**src/rtl/priority_encoder_if.sv**
```systemverilog
// Request/grant bundle for priority_encoder.
// master drives requests and ready; slave presents the grant.
interface priority_encoder_if;
  logic [3:0] din;
  logic       en;
  logic       ready;
  logic [1:0] dout;
  logic       valid;
  logic [3:0] pend;
  logic       dup;

  modport master (
    output din,
    output en,
    output ready,
    input  dout,
    input  valid,
    input  pend,
    input  dup
  );

  modport slave (
    input  din,
    input  en,
    input  ready,
    output dout,
    output valid,
    output pend,
    output dup
  );
endinterface

```
**src/rtl/priority_encoder.sv**
```systemverilog
// 4-request pending-bit priority encoder with valid/ready grant.
// Define ROUND_ROBIN_EN for rotating selection; default is fixed priority.
module priority_encoder (
  input  logic               clk,
  input  logic               rst,
  priority_encoder_if.slave  bus
);

  logic [3:0] pend_q, pend_d;
  logic       dup_q, dup_d;
  logic [3:0] set_v, clr_v;
  logic [1:0] sel;
  logic       valid_w, hs;

  function automatic logic [1:0] lowest(input logic [3:0] v);
    logic [1:0] r;
    unique casez (v)
      4'b???1: r = 2'd0;
      4'b??10: r = 2'd1;
      4'b?100: r = 2'd2;
      4'b1000: r = 2'd3;
      default: r = 2'd0;
    endcase
    return r;
  endfunction

  assign valid_w = |pend_q;

`ifdef ROUND_ROBIN_EN
  logic [1:0] ptr_q, ptr_d;
  logic [7:0] dbl;
  logic [3:0] rot;

  // Rotate pend so the pointer bit lands at index 0.
  always_comb begin
    dbl = {pend_q, pend_q};
    rot = dbl[ptr_q +: 4];
    sel = ptr_q + lowest(rot);
  end

  always_comb begin
    ptr_d = ptr_q;
    if (hs)
      ptr_d = bus.dout + 2'd1;
  end

  always_ff @(posedge clk) begin
    if (rst)
      ptr_q <= 2'b00;
    else
      ptr_q <= ptr_d;
  end
`else
  always_comb begin
    sel = lowest(pend_q);
  end
`endif

  assign hs    = valid_w & bus.ready;
  assign clr_v = hs ? (4'b0001 << bus.dout) : 4'b0000;
  assign set_v = bus.en ? 4'b0000 : bus.din;

  // Set is applied after clear so a same-edge set keeps the bit.
  always_comb begin
    pend_d = (pend_q & ~clr_v) | set_v;
    dup_d  = |(set_v & pend_q & ~clr_v);
  end

  always_ff @(posedge clk) begin
    if (rst) begin
      pend_q <= 4'b0000;
      dup_q  <= 1'b0;
    end else begin
      pend_q <= pend_d;
      dup_q  <= dup_d;
    end
  end

  assign bus.valid = valid_w;
  assign bus.dout  = valid_w ? sel : 2'b00;
  assign bus.pend  = pend_q;
  assign bus.dup   = dup_q;

endmodule

```
**src/flat_wrapper.sv**
```systemverilog
// flat-port wrapper written by rule: the top's interface ports become plain ports
module priority_encoder_flat 
  (clk, rst, bus_din, bus_en, bus_ready, bus_dout, bus_valid, bus_pend, bus_dup);
  priority_encoder_if bus_i ();
  input  logic clk;
  input  logic rst;
  input wire logic [$bits(bus_i.din)-1:0] bus_din;
  input wire logic [$bits(bus_i.en)-1:0] bus_en;
  input wire logic [$bits(bus_i.ready)-1:0] bus_ready;
  output wire logic [$bits(bus_i.dout)-1:0] bus_dout;
  output wire logic [$bits(bus_i.valid)-1:0] bus_valid;
  output wire logic [$bits(bus_i.pend)-1:0] bus_pend;
  output wire logic [$bits(bus_i.dup)-1:0] bus_dup;
  assign bus_i.din = bus_din;
  assign bus_i.en = bus_en;
  assign bus_i.ready = bus_ready;
  assign bus_dout = bus_i.dout;
  assign bus_valid = bus_i.valid;
  assign bus_pend = bus_i.pend;
  assign bus_dup = bus_i.dup;
  priority_encoder u_core (.clk(clk), .rst(rst), .bus(bus_i));
endmodule
```
**config.mk**
```make
export PLATFORM = sky130hd
export DESIGN_NAME = priority_encoder_flat
export DESIGN_NICKNAME = d
export VERILOG_FILES = /design/src/rtl/priority_encoder_if.sv /design/src/rtl/priority_encoder.sv /design/src/flat_wrapper.sv
export SDC_FILE = /design/constraint.sdc
export NUM_CORES = 1
export LEC_CHECK = 0
export CELL_PAD_IN_SITES_DETAIL_PLACEMENT = 1
export CELL_PAD_IN_SITES_GLOBAL_PLACEMENT = 1
export CORE_AREA = 10 10 47 49
export DETAILED_ROUTE_END_ITERATION = 16
export DIE_AREA = 0 0 57 59
export PLACE_DENSITY_LB_ADDON = 0.1
export SLEW_MARGIN = 25
export SYNTH_ARGS = -nofsm -noshare
export SYNTH_HDL_FRONTEND = slang
export SYNTH_SLANG_ARGS = --single-unit
export TNS_END_PERCENT = 50
```
**constraint.sdc**
```tcl
create_clock -name clk -period 1.4 [get_ports clk]
set_input_delay 0.28 -clock clk [delete_from_list [all_inputs] [get_ports clk]]
set_output_delay 0.28 -clock clk [all_outputs]
set_load 0.02 [all_outputs]
```
# [Yosys cells after proc, flatten, opt, wreduce, memory -nomap -nowiden]
# Cells that the tools add are included.
[totals] word_cells=18 ff_bits=5
[classes] shift=1 n_mux=4 reduce_logical=2 n_eq_ne=3 bitwise_logic=6
[op_table] cell="4-bit AND" n=3
[op_table] cell="4-bit 2-to-1 mux" n=2
[op_table] cell="4-bit OR reduction" n=2
[op_table] cell="2-bit case mux with 3 select lines" n=1
[op_table] cell="4-bit == test, second input constant" n=1
[op_table] cell="4-bit inverter" n=1
[op_table] cell="4-bit OR" n=1
[op_table] cell="1-bit by 2-bit left shift with 4-bit output, first input constant" n=1
[op_table] cell="3-bit == test, second input constant" n=1
[op_table] cell="2-bit == test, second input constant" n=1
[op_table] cell="2-bit 2-to-1 mux" n=1
[op_table] cell="1-bit AND" n=1

# [Longest topological paths before layout]
[depth] depth_word=8 ltp_mapped=3 ltp_nobuf=3

# [Worst setup path after synthesis]
# Ideal clock, no wire load.
[synth_path] path_kind="register -> output" startpoint="register u_core.pend_q[2] (netlist: u_core.bus.pend[2])" endpoint="output bus_dout[1]" path_buffers=0 path_slack_ps=42 arrival_time_ps=1078 stages_incl_launch_ff=3 cell_sequence="dfxtp_1 nor2_1 nor3_1"
[synth_between] elab_chain_len=3 elab_cells_between_ends=5
[synth_lines] item="start: declaration" line="priority_encoder.sv:9" text="logic [3:0] pend_q, pend_d;"
[synth_lines] item="start signal: assignment" line="priority_encoder.sv:74" text="pend_q <= pend_d;"
[synth_lines] item="4-bit == test or 3-bit == test (tied branches)" line="priority_encoder.sv:17" text="unique casez (v)"
[synth_lines] item="2-bit case mux with 3 select lines" line="priority_encoder.sv:17"
[synth_lines] item="2-bit 2-to-1 mux (*)" line="priority_encoder.sv:80" text="assign bus.dout = valid_w ? sel : 2'b00;"
[synth_lines] item="end: declaration" line="flat_wrapper.sv:10" text="output wire logic [$bits(bus_i.dout)-1:0] bus_dout;"
# Every way passes the cells marked *; elsewhere a longest branch is shown, timed or not.

# [Worst setup path after layout]
[layout_path] startpoint="input bus_ready" endpoint="register u_core.dup_q (netlist: u_core.bus.dup)"
[layout_between] elab_chain_len=5
[layout_lines] item="start: declaration" line="flat_wrapper.sv:9" text="input wire logic [$bits(bus_i.ready)-1:0] bus_ready;"
[layout_lines] item="1-bit AND" line="priority_encoder.sv:59" text="assign hs = valid_w & bus.ready;"
[layout_lines] item="4-bit 2-to-1 mux" line="priority_encoder.sv:60" text="assign clr_v = hs ? (4'b0001 << bus.dout) : 4'b0000;"
[layout_lines] item="4-bit inverter" line="priority_encoder.sv:66" text="dup_d = |(set_v & pend_q & ~clr_v);"
[layout_lines] item="4-bit AND" line="priority_encoder.sv:66"
[layout_lines] item="4-bit OR reduction" line="priority_encoder.sv:66"
[layout_lines] item="end signal: assignment" line="priority_encoder.sv:75" text="dup_q <= dup_d;"
[layout_lines] item="end: declaration" line="priority_encoder.sv:10" text="logic dup_q, dup_d;"
# Every way passes these cells.
# A chain may end at the register's enable or synchronous reset.

==> results.md <==
* Number of buffers inserted by hold repair at cts at 0
* # port buffers at 15
* Post-Route WL at 983 um
* Synthesized-area fraction occupied by adder cells at 0%
* Fill cell total of the finished layout at 184
* CTS tree: done
* Complex-gate fraction of the synthesized area at 24.1%
* Post-route cell area at 487 um^2
* Inserted Clock Buffers at 3
* Worst-Margin Slew at 0.215 ns
* Max VDD drop at 569 uV
* Dominant delay contributor by cell family on the critical path: buffers and inverters
* Half-perimeter wire length of the detailed placement result at 866 um
* Multiplexer share of the synthesized area at 0%
* Mean area per synthesized cell at 8.19 um^2
* Via count of the first global-routing pass at 357
* Antenna violations before repair at 0
* TritonCTS sink count at 5
* Row count at 14
* Setup violation total in the final timing report at 0
* Result of the run: complete, no violations
* Category of the critical setup timing path: input port to flop
* Clock transition at the register clock pins on the worst setup and hold paths after CTS at 0.04 ns
* Reg-to-reg slack, setup at 0.09 ns
* Wire length of the first global-routing pass at 1590 um
* FF-to-FF End: u_core.bus.dup
* H-Tree Level Count at 1
* Unrepaired setup endpoints after global routing: true
* Crit-path max cell delay at 0.49 ns
* Count of pins over their slew limit at 0
* Area inside the core boundary at 0.00140 mm^2
* Final critical-path required period at 1.37 ns
* Relative slew margins at 85.7%
* Register bit count reported by yosys at 5
* Total of warnings raised by yosys at 0
* Cells after synthesis at 31
* Ratio of cells with drive above 1 in the final layout at 29.8%
* Starting density of the core at 18.1%
* Iter 0 DRT Violations at 5
* Final worst-path cycle share at 97.8%
* Max-cap violations at 0
* Die X-Extent at 57 um
* Critical Path Start: bus_ready
* Origin of the critical flop-to-flop path: u_core.bus.pend[1]
* Number of cell instances on the worst register-to-register path at 4
* XOR/XNOR Fraction of Synth Area at 0%
* Final Hold Vio Count at 0
* Total power divided by cell area at 933 mW/mm^2
* Total buffers and inverters traversed by the critical path at 1
* Setup clock skew after layout at 0.00403 ns
* Largest net degree at the start of global routing at 6
* FF+latch area at 100 um^2
* Weighted congestion at the end of routability-driven global placement at 0.704
* DRT antenna net count at 0
* Area share of and/or/nand/nor cells after synthesis at 33.5%
* Cell breakdown of the critical path: clkdlybuf4s50_1, or3b_4, o2111ai_2, a31oi_1
* Cell at the root of the clock tree: sky130_fd_sc_hd__clkbuf_4
* CP Data Arrival Time at 1.48 ns
* Number of cells on the critical path at 4
* Total via count in the routed design at 309
* Number of vias per cell after detailed routing at 4.23
* Leakage power total at 0.217 nW
* Global Route Usage Sum at 6.14%
* Post CTS Setup Buffer Count at 0
* DRC violation count after routing at 0
* Post-synth cell types at 16
* Area delta synth->final at 91.6%
* Total die area at 0.00336 mm^2
* Crit end category: flop
* DRT Pass-1 Iters at 4
* Post-Synthesis Net Count at 39
* Maximum fanout count along the critical path at 4
* Cell area after synthesis at 254 um^2
* Max Root-Sink Buffers at 2
* Final routed wire length divided by cell count at 13.5 um
* Slowest cell on the critical path: sky130_fd_sc_hd__clkdlybuf4s50_1
* Timing endpoint of the critical path: u_core.bus.dup
* Post-detailed-placement cell area at 477 um^2
* Fmax at 731 MHz
* Clock latency at the later pin of the worst-skew pair at 0.24 ns
* Data required time of the worst path at 1.51 ns
* Overflow left after global routing at 0
* Dominant combinational cell family by area after synthesis: simple AND/OR/NAND/NOR gates
* Startpoint type of the worst setup path: input port
* Classification of the worst-slack hold path: input port to flop
* Boundary pin count at 16
* Sequential fraction of the synthesis area at 39.4%
* Total Power Consumption at 0.454 mW
* Area taken by multi-input logic gates at 149 um^2
* Die Height at 59 um
* Post-layout nets at 66
* Diodes inserted at 0
## repair_timing
action / in CTS / in global routing
resized for setup: 15 / 5
pin swaps: 0 / 0
endpoints found under the setup margin: 8 / 3
## cells in the final DEF (no fill, tap or decap)
cell type                         instances
sky130_fd_sc_hd__nor2_2                   1
sky130_fd_sc_hd__dfxtp_1                  5
sky130_fd_sc_hd__o32a_1                   1
sky130_fd_sc_hd__buf_2                    1
sky130_fd_sc_hd__nand2_1                  2
sky130_fd_sc_hd__a31oi_1                  1
sky130_fd_sc_hd__a21oi_1                  4
sky130_fd_sc_hd__buf_4                    9
sky130_fd_sc_hd__or3b_4                   1
sky130_fd_sc_hd__o21ai_1                  1
sky130_fd_sc_hd__o2111ai_2                1
sky130_fd_sc_hd__o21ai_0                  1
sky130_fd_sc_hd__clkdlybuf4s50_1          7
sky130_fd_sc_hd__nor3_1                   1
sky130_fd_sc_hd__nor2b_1                  3
sky130_fd_sc_hd__clkdlybuf4s15_1          1
sky130_fd_sc_hd__nor2_1                   2
sky130_fd_sc_hd__clkbuf_2                 1
sky130_fd_sc_hd__inv_1                    2
sky130_fd_sc_hd__clkbuf_1                 1
sky130_fd_sc_hd__or2b_1                   1
sky130_fd_sc_hd__dlygate4sd2_1            3
sky130_fd_sc_hd__nand2b_1                 3
sky130_fd_sc_hd__nand3_1                  1
sky130_fd_sc_hd__clkbuf_4                 3
## tightest hold or removal path, cell delays in order
cell                              delay (ns)
sky130_fd_sc_hd__clkdlybuf4s50_1        0.40
sky130_fd_sc_hd__nand2b_1               0.10
sky130_fd_sc_hd__a21oi_1                0.07
## layout make-up
class / instances / area share (%)
Clock buffer: 4 / 5.40
Inverter: 2 / 1.54
Multi-Input combinational cell: 24 / 30.6
Sequential cell: 5 / 20.6
Tap cell: 16 / 4.11
Timing Repair Buffer: 22 / 37.8
## metal layers
metal,global-route usage [%],vias up,part of all wire (%)
met1,5.34,133,38
met3,4.29,0,9.6
met4,3.02,0,0
met5,0,-,0
li1,-,162,-
met2,10.5,14,52
## registers in the layout, summed over array words and instances (netlist names)
signal	cells
u_core.bus.dup	1
u_core.bus.pend	4
## worst min path at each step
stage,slack [ns],cells after the start,end,start
finish,0.65,3,u_core.bus.pend[0],bus_din[0]
global placement,0.63,3,u_core.bus.dup,u_core.bus.pend[3]
CTS,0.65,3,u_core.bus.pend[0],bus_din[0]
detailed placement,0.66,3,u_core.bus.pend[3],u_core.bus.pend[3]
global route,0.67,3,u_core.bus.pend[0],bus_din[0]
floorplan,0.35,1,u_core.bus.pend[0],rst
## synth_stat cells
| cell | number | area (um^2) |
|---|---|---|
| sky130_fd_sc_hd__o32a_1 | 1 | 10.0 |
| sky130_fd_sc_hd__a31oi_1 | 1 | 6.26 |
| sky130_fd_sc_hd__inv_1 | 2 | 7.51 |
| sky130_fd_sc_hd__or2b_1 | 1 | 7.51 |
| sky130_fd_sc_hd__nor2b_1 | 3 | 18.8 |
| sky130_fd_sc_hd__o2111ai_2 | 1 | 15.0 |
| sky130_fd_sc_hd__nand2_1 | 2 | 7.51 |
| sky130_fd_sc_hd__o21ai_0 | 1 | 5.00 |
| sky130_fd_sc_hd__nor3_1 | 1 | 5.00 |
| sky130_fd_sc_hd__o21ai_1 | 1 | 5.00 |
| sky130_fd_sc_hd__dfxtp_1 | 5 | 100 |
| sky130_fd_sc_hd__nor2_1 | 3 | 11.3 |
| sky130_fd_sc_hd__or3b_4 | 1 | 11.3 |
| sky130_fd_sc_hd__a21oi_1 | 4 | 20.0 |
| sky130_fd_sc_hd__nand3_1 | 1 | 5.00 |
| sky130_fd_sc_hd__nand2b_1 | 3 | 18.8 |
## through the flow
step / hold slack, ns / setup TNS (ns) / util (%) / cells / setup slack (ns)
after global routing: 0.667 / -0.00506 / 34.7 / 73 / -0.00506
after CTS: 0.654 / 0 / 34.6 / 73 / 0.0145
after detailed placement: 0.660 / -0.711 / 34.0 / 69 / -0.223
final: 0.652 / 0 / 34.7 / 73 / 0.0311
after floorplan: 0.349 / 0 / - / 31 / 0.0420
after global placement: 0.625 / -0.597 / 34.0 / 69 / -0.161
## kinds of logic after synthesis
family	count (synthesis)
compound gates	9
simple gates	15
flops	5
buf+inv	2
## where the power goes
group	switching, mW	total [mW]	internal [mW]
logic	0.0620	0.128	0.0662
registers	0.00770	0.159	0.151
clock network	0.0592	0.167	0.108
total	0.129	0.454	0.325
No activity file was read; power rests on OpenSTA's default activity.
